==> config.mk <==
export PLATFORM = sky130hd
export DESIGN_NAME = rr_decoder_arbiter
export DESIGN_NICKNAME = d
export VERILOG_FILES = /design/src/rtl/rr_decoder_arbiter.sv
export SDC_FILE = /design/constraint.sdc
export NUM_CORES = 1
export LEC_CHECK = 0
export CORE_UTILIZATION = 49
export CTS_CLUSTER_SIZE = 12
export DETAILED_ROUTE_END_ITERATION = 10
export GPL_ROUTABILITY_DRIVEN = 0
export GPL_TIMING_DRIVEN = 0
export PLACE_DENSITY = 0.86
export SYNTH_ARGS = -nofsm -noshare
export SYNTH_HDL_FRONTEND = slang
export SYNTH_SLANG_ARGS = --single-unit
==> constraint.sdc <==
create_clock -name clk -period 2.4 [get_ports clk]
set_clock_uncertainty 0.2 [all_clocks]
set_input_delay 0.36 -clock clk [delete_from_list [all_inputs] [get_ports clk]]
set_output_delay 0.36 -clock clk [all_outputs]
set_load 0.02 [all_outputs]
==> src/rtl/rr_decoder_arbiter.sv <==
// rr_decoder_arbiter
// Four-way round-robin arbiter for one shared resource. The registered 2-bit
// grant index is shadowed by a registered one-hot decode, so both views change
// on the same edge and always agree.
//
// Ports
//   clk        in   rising-edge clock
//   rst        in   asynchronous, active-high reset
//   req[3:0]   in   level request per agent, held until served
//   done       in   current owner finished (ignored while gnt_valid=0)
//   gnt_idx    out  encoded owner index, 0 when no grant
//   gnt[3:0]   out  one-hot decode of gnt_idx, 0 when no grant
//   gnt_valid  out  a grant is active this cycle
//   timeout    out  one-cycle pulse after a grant is revoked by the hold limit
module rr_decoder_arbiter #(
    parameter int unsigned HOLD_MAX = 8,
    parameter int unsigned CNT_W    = 4
) (
    input  logic       clk,
    input  logic       rst,
    input  logic [3:0] req,
    input  logic       done,
    output logic [1:0] gnt_idx,
    output logic [3:0] gnt,
    output logic       gnt_valid,
    output logic       timeout
);

    typedef enum logic [1:0] {
        IDLE = 2'd0,
        BUSY = 2'd1,
        GAP  = 2'd2
    } state_t;

    localparam logic [CNT_W-1:0] CNT_LAST = CNT_W'(HOLD_MAX - 1);

    state_t           state_q;
    logic [1:0]       gnt_idx_q;
    logic [3:0]       gnt_q;
    logic             gnt_valid_q;
    logic             timeout_q;
    logic [CNT_W-1:0] cnt_q;
    logic [1:0]       last_q;

    logic             pick_found;
    logic [1:0]       pick_idx;
    logic [1:0]       cand;
    logic             release_now;

    // Search starts just after the last served agent; 2-bit addition wraps.
    always_comb begin
        pick_found = 1'b0;
        pick_idx   = '0;
        cand       = '0;
        for (int unsigned i = 1; i <= 4; i++) begin
            cand = last_q + 2'(i);
            if (!pick_found && req[cand]) begin
                pick_found = 1'b1;
                pick_idx   = cand;
            end
        end
    end

    assign release_now = done || !req[gnt_idx_q] || (cnt_q == CNT_LAST);

    always_ff @(posedge clk or posedge rst) begin
        if (rst) begin
            state_q     <= IDLE;
            gnt_idx_q   <= '0;
            gnt_q       <= '0;
            gnt_valid_q <= 1'b0;
            timeout_q   <= 1'b0;
            cnt_q       <= '0;
            last_q      <= 2'd3;
        end else begin
            timeout_q <= 1'b0;
            case (state_q)
                IDLE, GAP: begin
                    if (pick_found) begin
                        state_q     <= BUSY;
                        gnt_idx_q   <= pick_idx;
                        gnt_q       <= 4'b0001 << pick_idx;
                        gnt_valid_q <= 1'b1;
                        cnt_q       <= '0;
                    end else begin
                        state_q     <= IDLE;
                        gnt_idx_q   <= '0;
                        gnt_q       <= '0;
                        gnt_valid_q <= 1'b0;
                    end
                end
                BUSY: begin
                    if (release_now) begin
                        state_q     <= GAP;
                        gnt_idx_q   <= '0;
                        gnt_q       <= '0;
                        gnt_valid_q <= 1'b0;
                        cnt_q       <= '0;
                        last_q      <= gnt_idx_q;
                        // Only the hold limit raises timeout; done and withdraw win over it.
                        timeout_q   <= !done && req[gnt_idx_q];
                    end else begin
                        cnt_q <= cnt_q + 1'b1;
                    end
                end
                default: begin
                    state_q     <= IDLE;
                    gnt_idx_q   <= '0;
                    gnt_q       <= '0;
                    gnt_valid_q <= 1'b0;
                    cnt_q       <= '0;
                end
            endcase
        end
    end

    assign gnt_idx   = gnt_idx_q;
    assign gnt       = gnt_q;
    assign gnt_valid = gnt_valid_q;
    assign timeout   = timeout_q;

endmodule
Word level (Yosys, flattened, before mapping)
Cells that the tools add are included.
Widths: inputs -> output; s select.

operators by class
  shift operators = 1
  eq/ne operators = 5
  multiplexer cells = 35
  magnitude comparators = 5
  reductions and logical operators = 14
  add/sub/neg operators = 4

operator list
  cell                 count
  $mux 4               4
  $pmux 4 s2           2
  $lt 2x3->1 const B   5
  $mux 1               14
  $mux 2               7
  $bmux 1 s2           5
  $pmux 2 s2           2
  $logic_not 1->1      5
  $add 2x2->2 const B  2
  $add 4x1->4 const B  1
  $eq 4x3->1 const B   1
  $logic_and 1x1->1    4
  $ne 2x2->1 const B   2
  $shl 1x2->4 const A  1
  $add 2x1->2 const B  1
  $eq 2x1->1 const B   1
  $eq 2x2->1 const B   1
  $logic_not 2->1      1
  $logic_or 1x1->1     2
  $pmux 1 s2           1
  $reduce_and 2->1     1
  $reduce_or 2->1      1

storage, ports and cells
  input bits = 7
  logic and storage cells = 71
  register bits after elaboration = 16
  output and inout port bits = 8

Logic depth before layout (Yosys ltp)
Gate-level depths: netlist (run 1).

  word-level depth = 16
  gate-level depth with buffers = 6
  mapped depth without buffers = 5

Worst setup path before layout (run 1)
OpenSTA, ideal clock, no wires.

  path type = register to register
  from = register cnt_q[0]
  to = register gnt_q[2], in the netlist gnt[2]
  path buffers = 1
  setup slack = 689 ps
  library setup time = 121 ps
  cell stages (with the launch flop) = 7
  arrival time = 1,390 ps
  required time = 2,079 ps
  clock period less this slack = 1,711 ps
  path through = dfrtp_1 ha_1 inv_1 or3_4 and3_4 buf_6 a22o_1

between the ends
  cells in the longest elaborated chain, start to end = 3

RTL lines
  item                         line  RTL
  start: declaration           42    logic [CNT_W-1:0] cnt_q;
  start signal: assignment     103   cnt_q <= cnt_q + 1'b1;
  $eq 4x3->1                   64    assign release_now = done || !req[gnt_idx_q] || (cnt_q == CNT_LAST);
  $logic_or 1x1->1             64
  $ne 2x2->1 (no source line)  --
  end signal: assignment       82    gnt_q <= 4'b0001 << pick_idx;
  end: declaration             39    logic [3:0] gnt_q;

Every way passes these cells.
A chain may end at the register's enable or synchronous reset.

Worst setup path after layout (run 1)
  from = register gnt_idx_q[1], in the netlist gnt_idx[1]
  to = output gnt_idx[1]

RTL lines
  item                      line  RTL
  start: declaration        38    logic [1:0] gnt_idx_q;
  start signal: assignment  81    gnt_idx_q <= pick_idx;
  end: declaration          23    output logic [1:0] gnt_idx,

No word-level cell between the ends.

==> out/qor.yml, run 1 <==
run_status: "completed"
clock-sinks: 15
synth_nets: 77
final_cells: 102
post-cts-setup-buffer-count: 0
drcViolationCount: 0
synth_flop_cell: "dfrtp_1"
crit_type: "register to output pin"
drtAntennaViolNets: 0
period_needed_ps: 1913
die_h_um: 41.60
power.switching_w: 0.0003563
drtIter0Drc: 5
synth_edf_count: 0
grt_pass1_wl_um: 2553
cts_tree: "yes"
num_vias: 594
die_area_mm2: 0.001730
rsz0062_at_grt: "no"
path_cells: "clkdlybuf4s50_1"
grt_pass1_vias: 626
worst-path-buf-inv: 1
cp.depth: 1
p_comb_share_pct: 43.3
htree_levels: 1
path_delay_family: "buffers and inverters"
critPathLaunchType: "register"
grt-ovfl-total: 0
p_leak_nw: 0.4131
swShare_pct: 36.45
synth_top_cell_by_area: "dfrtp_1"
clock_latency_ps: 270
vias_per_cell: 5.824
nets: 96
nFillCells: 101
fin_crit_sh_pct: 79.70
cts_buffer_depth: 2
core_mm2: 0.001383
fmax_mhz: 522.8
drive_above_1_share_pct: 20.69
portBuffers: 14
slew_viol_final: 0
final_core_util_pct: 68.96
grt_max_degree: 16
maxCapViolCount: 0
synthTopCellsByArea: "dfrtp_1 42%, dfstp_2 6.8%, mux2i_1 3.9%"
yosysWarnings: 0
insertedDiodeCount: 0
avgSynthCellArea_um2: 11.13
min-delay-path-class: "input pin to async pin"
grt_usage_pct: 19.08
antenna_found_initial: 0
syn2layout_area_growth_pct: 24.10
relSlewSlack_pct: 64.09
top_level_ports: 15
end_kind: "output pin"
row_count: 13
initial_core_util_pct: 55.57
wl_um: 1438
crit_required_ps: 1840
yosys_register_bits: 15
power_density_mw_per_mm2: 1025
first_pass_iters: 4
ys_types: 34
hpwl_um: 1088
cts_resized: 0
cts_hold_buffers: 0
clkSlewWorstSetupHoldPaths_ps: 90
r2r_cells: 4
synthArstFlopShare_pct: 100.0
synth_top_area_share_pct: 42.35
tns_ps: 0
die_w_um: 41.60
cpPeakStageDelay_ps: 640
p_clk_share_pct: 14.3
setup_violations: 0
detail_route.wl_per_cell_um: 14.10
peakVddDrop_mv: 0.5706
cts-root-buf: "clkbuf_4"
p_int_w: 0.0006214
critPathSlowestCell: "clkdlybuf4s50_1"
p_seq_share_pct: 42.5
synth-seq-area-share_pct: 49.19
path_max_fanout: 5
synth_area_um2: 768.2
dp.cells: 98
cts_buffers: 3
cp_data_arrival_time_ps: 1350
hold_viol_final: 0
synth_cells: 69
max_slew.worst_pin.slew_ps: 538.1
==> cell type report <==
class,count,area [um2],share of cell area [%]
Sequential cell,15,377.9,39.63
Timing Repair Buffer,14,140.1,14.70
Inverter,5,18.77,1.969
Clock buffer,4,26.28,2.756
Tap cell,15,18.77,1.969
Buffer,1,11.26,1.181
Multi-Input combinational cell,48,360.3,37.80
==> placed cells by master (no fill, tap or decap), types with 2 or more instances in the layout <==
cell              n
a32o_2            2
clkdlybuf4s50_1  14
nand3_1           2
nor2b_1           2
o21ai_0           3
mux2i_1           3
inv_1             5
dfstp_2           2
nand2_1           5
or2_2             2
nor2_1            3
a22o_1            3
mux2_2            2
dfrtp_1          13
clkbuf_4          3
a21oi_1           2
==> layer usage <==
| layer | global-route usage (%) | part of all wire, % | up-vias |
|---|---|---|---|
| li1 | - | - | 292 |
| met1 | 24.29 | 50 | 288 |
| met2 | 32.50 | 46 | 12 |
| met3 | 3.913 | 3.7 | 2 |
| met4 | 5.806 | 0.35 | 0 |
| met5 | 0 | 0 | - |
==> power groups by stage <==
stage | Combinational [W] | Clock (W) | Sequential [W]
floorplan | 0.000221 | 0 | 0.000459
global placement | 0.000415 | 0 | 0.000415
detailed placement | 0.000422 | 0 | 0.000418
CTS | 0.000425 | 0.000142 | 0.000416
global route | 0.000454 | 0.000155 | 0.000431
finish | 0.000423 | 0.000140 | 0.000415
==> final timing paths <==
check	start	endpoint	slack, ps
hold / removal	rst	gnt[0]	230
max in group asynchronous	rst	last_q[0]	1400
setup reg to reg	last_q[0]	gnt[2]	570
setup / recovery	gnt_idx[1]	gnt_idx[1]	490
min in group clk	gnt[0]	gnt[0]	300
hold reg to reg	gnt[0]	gnt[0]	300
==> cells by family after synthesis <==
logic type,Yosys count,share of synthesized area (%)
buffers and inverters,6,3.909
XOR/XNOR,1,1.140
AND/OR/NAND/NOR,22,17.26
adder cells (fa/ha/maj),1,1.628
multiplexers,5,6.840
AO/OA/AOI/OAI,19,20.03
flip-flops,15,49.19
==> per-stage QoR <==
step | hold slack (ps) | instance area [um2] | worst slack, ps | power [W]
detailed placement | 284.7 | 927.1 | 229.7 | 0.0008400
global route | 294.7 | 953.4 | 420.8 | 0.001041
finish | 233.1 | 953.4 | 487.3 | 0.0009777
global placement | 280.5 | 927.1 | 209.5 | 0.0008301
floorplan | 60.05 | 768.2 | 689.2 | 0.0006794
CTS | 248.7 | 953.4 | 472.5 | 0.0009831
==> registers in the layout, indices dropped and copies added (netlist names) <==
register / flops
gnt_idx: 2
gnt: 4
last_q: 2
timeout: 1
state_q: 2
cnt_q: 4
==> cells in the mapped netlist (2+ instances only) <==
master,count
a21oi_1,2
a22o_1,3
a32o_2,2
dfrtp_1,13
dfstp_2,2
inv_1,5
mux2_2,2
mux2i_1,3
nand2_1,5
nand3_1,2
nor2_1,3
nor2b_1,2
o21ai_0,3
or2_2,2
No activity file was read; power rests on OpenSTA's default activity.
==> run 2, diff against run 1 <==
Clock period 2.4 ns to 1.9 ns, I/O delays scaled along.
==> run 2 against run 1 <==
  * Count of clock-buffer cells in the layout did not move
  * Sequential share of layout area shrank 0.31 points
  * Worst setup slack got worse by 400 ps
  * Register-to-register slack worse by 460 ps
  * Sequential cell count stayed put
  * Total power up 27%
  * Critical path type unchanged
  * Core utilization grew 0.54 points
  * Critical path depth did not move
==> out/qor.yml, run 2 (same netlist as run 1, synthesis figures left out) <==
fmax_mhz: 551.0
p_comb_share_pct: 43.4  # about the same
rsz0062_at_grt: "no"
maxCapViolCount: 0  # unchanged
wl_um: 1438  # unchanged
swShare_pct: 36.49  # +0.049 points
clkSlewWorstSetupHoldPaths_ps: 90  # about the same
p_seq_share_pct: 42.4  # about the same
worstReg2RegEnd: "cnt_q[1]"
finalPower_w: 0.001237  # +27%
insertedDiodeCount: 0  # unchanged
num_vias: 591  # -0.51%
crit_path_start: "state_q[0]"
path_cells: "clkdlybuf4s50_1"
syn2layout_area_growth_pct: 25.08
r2r_cells: 6  # +2
final_cell_mix: "13 x dfrtp_1, 13 x clkdlybuf4s50_1, 5 x nand2_1, 5 x inv_1"
p_clk_share_pct: 14.2  # about the same
drcViolationCount: 0  # unchanged
drive_above_1_share_pct: 21.84  # +1.1 points
cts_hold_buffers: 0  # unchanged
end_kind: "output pin"
hpwl_um: 1088  # unchanged
crit_end: "gnt_valid"
cp.depth: 1  # unchanged
p_int_w: 0.0007855  # +26%
portBuffers: 14  # unchanged
clock-sinks: 15  # unchanged
run_status: "completed"
vias_per_cell: 5.794  # -0.51%
cpPeakStageDelay_ps: 630  # about the same
fin_crit_sh_pct: 95.53
grt_usage_pct: 19.08  # unchanged
cts_buffer_depth: 2  # unchanged
tns_ps: 0  # unchanged
die_area_mm2: 0.001730  # unchanged
setup_ws_ps: 84.98  # -402.3 ps
drtIter0Drc: 2  # -3
post-cts-setup-buffer-count: 0  # unchanged
initial_core_util_pct: 55.57  # unchanged
clock_latency_ps: 270  # about the same
antenna_found_initial: 0  # unchanged
critPathLaunchType: "register"
crit_required_ps: 1410  # -430 ps
power.switching_w: 0.0004514  # +27%
pre_cts_ws_ps: -195.3  # -425.0 ps
first_pass_iters: 3  # -1
cts-root-buf: "clkbuf_4"
grt_pass1_wl_um: 2553  # unchanged
relSlewSlack_pct: 64.21  # +0.12 points
path_max_fanout: 6  # +1
detail_route.wl_per_cell_um: 14.10  # unchanged
worst-path-buf-inv: 1  # unchanged
cts_resized: 0  # unchanged
power_density_mw_per_mm2: 1287  # +26%
crit_type: "register to output pin"
cp_data_arrival_time_ps: 1330  # -20 ps
rr_startpoint: "cnt_q[0]"
nFillCells: 99  # -2.0%
max_slew.worst_pin.slew_ps: 536.3  # -1.788 ps
period_needed_ps: 1815
path_delay_family: "buffers and inverters"
p_leak_nw: 0.4285  # +3.7%
row_count: 13  # unchanged
die_w_um: 41.60  # unchanged
multi_input_comb_area_um2: 365.4  # +1.4%
grt_max_degree: 16  # unchanged
critPathSlowestCell: "clkdlybuf4s50_1"
die_h_um: 41.60  # unchanged
grt_pass1_vias: 626  # unchanged
slew_viol_final: 0  # unchanged
top_level_ports: 15  # unchanged
cts_buffers: 3  # unchanged
grt-ovfl-total: 0  # unchanged
setup_violations: 0  # unchanged
regArea_um2: 377.9  # unchanged
htree_levels: 1  # unchanged
peakVddDrop_mv: 0.7189  # +26%
nets: 96  # unchanged
cts_tree: "yes"
core_mm2: 0.001383  # unchanged
rrSetupSlack_ps: 110  # -460 ps
drtAntennaViolNets: 0  # unchanged
hold_viol_final: 0  # unchanged
min-delay-path-class: "input pin to async pin"
## run 2: final cells by class
cell class / instances / share of cell area, %
well taps: 15 / 1.953
plain buffers: 1 / 1.172
clock buffers: 4 / 2.734
flip-flops and latches: 15 / 39.32
multi-input cells: 48 / 38.02
repair buffers: 14 / 14.84
inverters: 5 / 1.953
## run 2: per-stage QoR
stage	hold WS (ps)	instances	cell area, um2	util (%)
floorplan	-14.95	69	768.2	-
global placement	280.5	98	927.1	67.06
detailed placement	284.7	98	927.1	67.06
CTS	173.7	102	953.4	68.96
global route	219.7	102	960.9	69.50
finish	157.3	102	960.9	69.50
## run 2: worst min path at each step
stage                     cells past startpoint        to
after floorplan                               1  cnt_q[0]
after global placement                        1    gnt[1]
after detailed placement                      1    gnt[0]
after CTS                                     2    gnt[3]
after global routing                          2    gnt[1]
final                                         2    gnt[0]
## run 2: per-layer routing
layer	vias up	global-route usage [%]	share of wire [%]
li1	292	-	-
met3	2	3.913	3.4
met2	10	32.50	46
met4	0	5.806	0.35
met1	287	24.29	50
met5	-	0	0
## run 2: power groups by stage
stage	combinational (W)	clock, W	sequential, W
6_report	0.000537	0.000176	0.000524
4_1_cts	0.000537	0.000180	0.000525
3_5_place_dp	0.000533	0	0.000528
2_1_floorplan	0.000279	0	0.000579
5_1_grt	0.000578	0.000196	0.000544
3_3_place_gp	0.000524	0	0.000525
==> run 3, diff against run 2 <==
Settings changed: CORE_MARGIN set to 2, TNS_END_PERCENT set to 10.
==> run 3 against run 2 <==
  * Count of clock-buffer cells in the layout unchanged
  * Combinational power down 0.7%
  * Sequential cell count unchanged
  * Non-clock buffer count unchanged
  * Core utilization down 5.1 points
  * Maximum frequency down 1.8%
  * Critical path depth unchanged
  * Clock power up 3%
  * Worst setup slack worse by 32 ps
  * Via count up 2.4%
  * Final cell count up 0.98%
  * Highest routed layer unchanged
==> out/qor.yml, run 3 (same netlist as run 1, synthesis figures left out) <==
grt-ovfl-total: 0  # unchanged
core_mm2: 0.001489  # +7.7%
die_w_um: 43.60  # +4.8%
rsz0062_at_grt: "no"
crit_type: "register to output pin"
worst-path-buf-inv: 1  # unchanged
row_count: 14  # +1
crit_required_ps: 1410  # about the same
slew_viol_final: 0  # unchanged
hold_ws_ps: 146.0  # -11.26 ps
cts_buffer_depth: 2  # unchanged
cts-root-buf: "clkbuf_4"
regArea_um2: 377.9  # unchanged
run_status: "completed"
path_delay_family: "buffers and inverters"
grt_pass1_vias: 625  # -0.16%
final_cell_mix: "13 x dfrtp_1, 13 x clkdlybuf4s50_1, 5 x nand2_1, 5 x inv_1"
antenna_found_initial: 0  # unchanged
drtIter0Drc: 6  # +4
htree_levels: 1  # unchanged
grt_max_degree: 16  # unchanged
syn2layout_area_growth_pct: 24.76
min-delay-path-class: "input pin to async pin"
fin_crit_sh_pct: 97.23  # +1.7 points
p_clk_share_pct: 14.7  # +0.5 points
peakVddDrop_mv: 0.7726  # +7.5%
maxCapViolCount: 0  # unchanged
drtAntennaViolNets: 0  # unchanged
cts_tree: "yes"
setup_violations: 0  # unchanged
path_cells: "clkdlybuf4s50_1"
vias_per_cell: 5.874  # +1.4%
path_max_fanout: 6  # unchanged
grt_usage_pct: 19.37  # +0.29 points
cts_buffers: 3  # unchanged
power.switching_w: 0.0004593  # +1.7%
p_leak_nw: 0.4173  # -2.6%
die_area_mm2: 0.001901  # +9.8%
crit_path_start: "state_q[0]"
clock_latency_ps: 290  # +20 ps
relSlewSlack_pct: 64.02  # -0.19 points
dp.cells: 99  # +1.0%
cpPeakStageDelay_ps: 630  # about the same
swShare_pct: 37.02  # +0.53 points
first_pass_iters: 4  # +1
cp_data_arrival_time_ps: 1360  # +30 ps
clock-sinks: 15  # unchanged
end_kind: "output pin"
power_density_mw_per_mm2: 1294  # +0.55%
grt_pass1_wl_um: 2628  # +2.9%
clkSlewWorstSetupHoldPaths_ps: 90  # about the same
detail_route.wl_per_cell_um: 14.87  # +5.5%
critPathSlowestCell: "clkdlybuf4s50_1"
rr_startpoint: "cnt_q[0]"
p_int_w: 0.0007812  # -0.55%
p_seq_share_pct: 42.4  # about the same
max_slew.worst_pin.slew_ps: 539.1  # +2.832 ps
fmax_mhz: 541.3  # -1.8%
nFillCells: 119  # +20%
die_h_um: 43.60  # +4.8%
portBuffers: 14  # unchanged
drcViolationCount: 0  # unchanged
pre_cts_ws_ps: -258.1  # -62.83 ps
insertedDiodeCount: 0  # unchanged
num_vias: 605  # +2.4%
hpwl_um: 1170  # +7.6%
nets: 96  # unchanged
final_cells: 103  # +0.98%
initial_core_util_pct: 51.60  # -4.0 points
cts_hold_buffers: 0  # unchanged
p_comb_share_pct: 42.9  # -0.5 points
wl_um: 1532  # +6.5%
period_needed_ps: 1847  # +32.36 ps
drive_above_1_share_pct: 21.84  # unchanged
setup_ws_ps: 52.62  # -32.36 ps
finalPower_w: 0.001240  # +0.29%
hold_viol_final: 0  # unchanged
critPathLaunchType: "register"
top_level_ports: 15  # unchanged
multi_input_comb_area_um2: 365.4  # unchanged
run 3: changes by cell type in the layout (fill, tap and decap cells not counted), sizes merged:
cell          previous run  this run
dlygate4sd2              0         1
dlymetal6s2s             1         0
run 3: worst register-to-register path: cells and delay by family (launching register included):
kind | cells | cell delay (ps)
adder cells (fa/ha/maj) | 1 | 160
AND/OR/NAND/NOR | 2 | 540
buffers and inverters | 2 | 170
flip-flops | 1 | 390
AO/OA/AOI/OAI | 1 | 230
run 3: layout make-up:
type	instances	share of cell area, %
Buffer	1	1.175
Sequential cell	15	39.43
Clock buffer	4	2.742
Multi-Input combinational cell	48	38.12
Inverter	5	1.958
Timing Repair Buffer	14	14.49
Tap cell	16	2.089
run 3: worst paths after layout:
path | cells after the start | slack, ps | to
worst max-delay path | 1 | 50 | gnt_valid
worst max register to register | 6 | 100 | cnt_q[1]
min in group clk | 1 | 310 | gnt[0]
worst min-delay path | 2 | 150 | gnt_idx[0]
max in group asynchronous | 2 | 990 | last_q[0]
worst min register to register | 1 | 310 | gnt[0]
run 3: stage by stage:
| stage | util, % | instance area, um2 | TNS [ps] |
|---|---|---|---|
| after floorplan | - | 768.2 | 0 |
| after global placement | 62.35 | 928.4 | -1138 |
| after detailed placement | 62.35 | 928.4 | -1517 |
| after CTS | 64.03 | 953.4 | 0 |
| after global routing | 64.37 | 958.4 | 0 |
| final | 64.37 | 958.4 | 0 |
run 3: what timing repair did:
item	4_1_cts	5_1_grt
endpoints found under the setup margin	1	2
resized for setup	1	1
endpoints found under the hold margin	0	0
buffers inserted	0	0
run 3: per-layer routing:
| metal | up-vias | GRT usage, % | part of all wire (%) |
|---|---|---|---|
| li1 | 296 | - | - |
| met3 | 5 | 5.417 | 2.8 |
| met1 | 295 | 22.68 | 46 |
| met2 | 9 | 31.76 | 48 |
| met5 | - | 0 | 0 |
| met4 | 0 | 10.91 | 2.7 |
run 3: power groups by stage:
stage / clock network [W] / logic [W] / registers (W)
after floorplan: 0 / 0.000279 / 0.000579
after global placement: 0 / 0.000527 / 0.000524
after detailed placement: 0 / 0.000534 / 0.000533
after CTS: 0.000186 / 0.000532 / 0.000526
after global routing: 0.000201 / 0.000573 / 0.000540
final: 0.000182 / 0.000533 / 0.000526
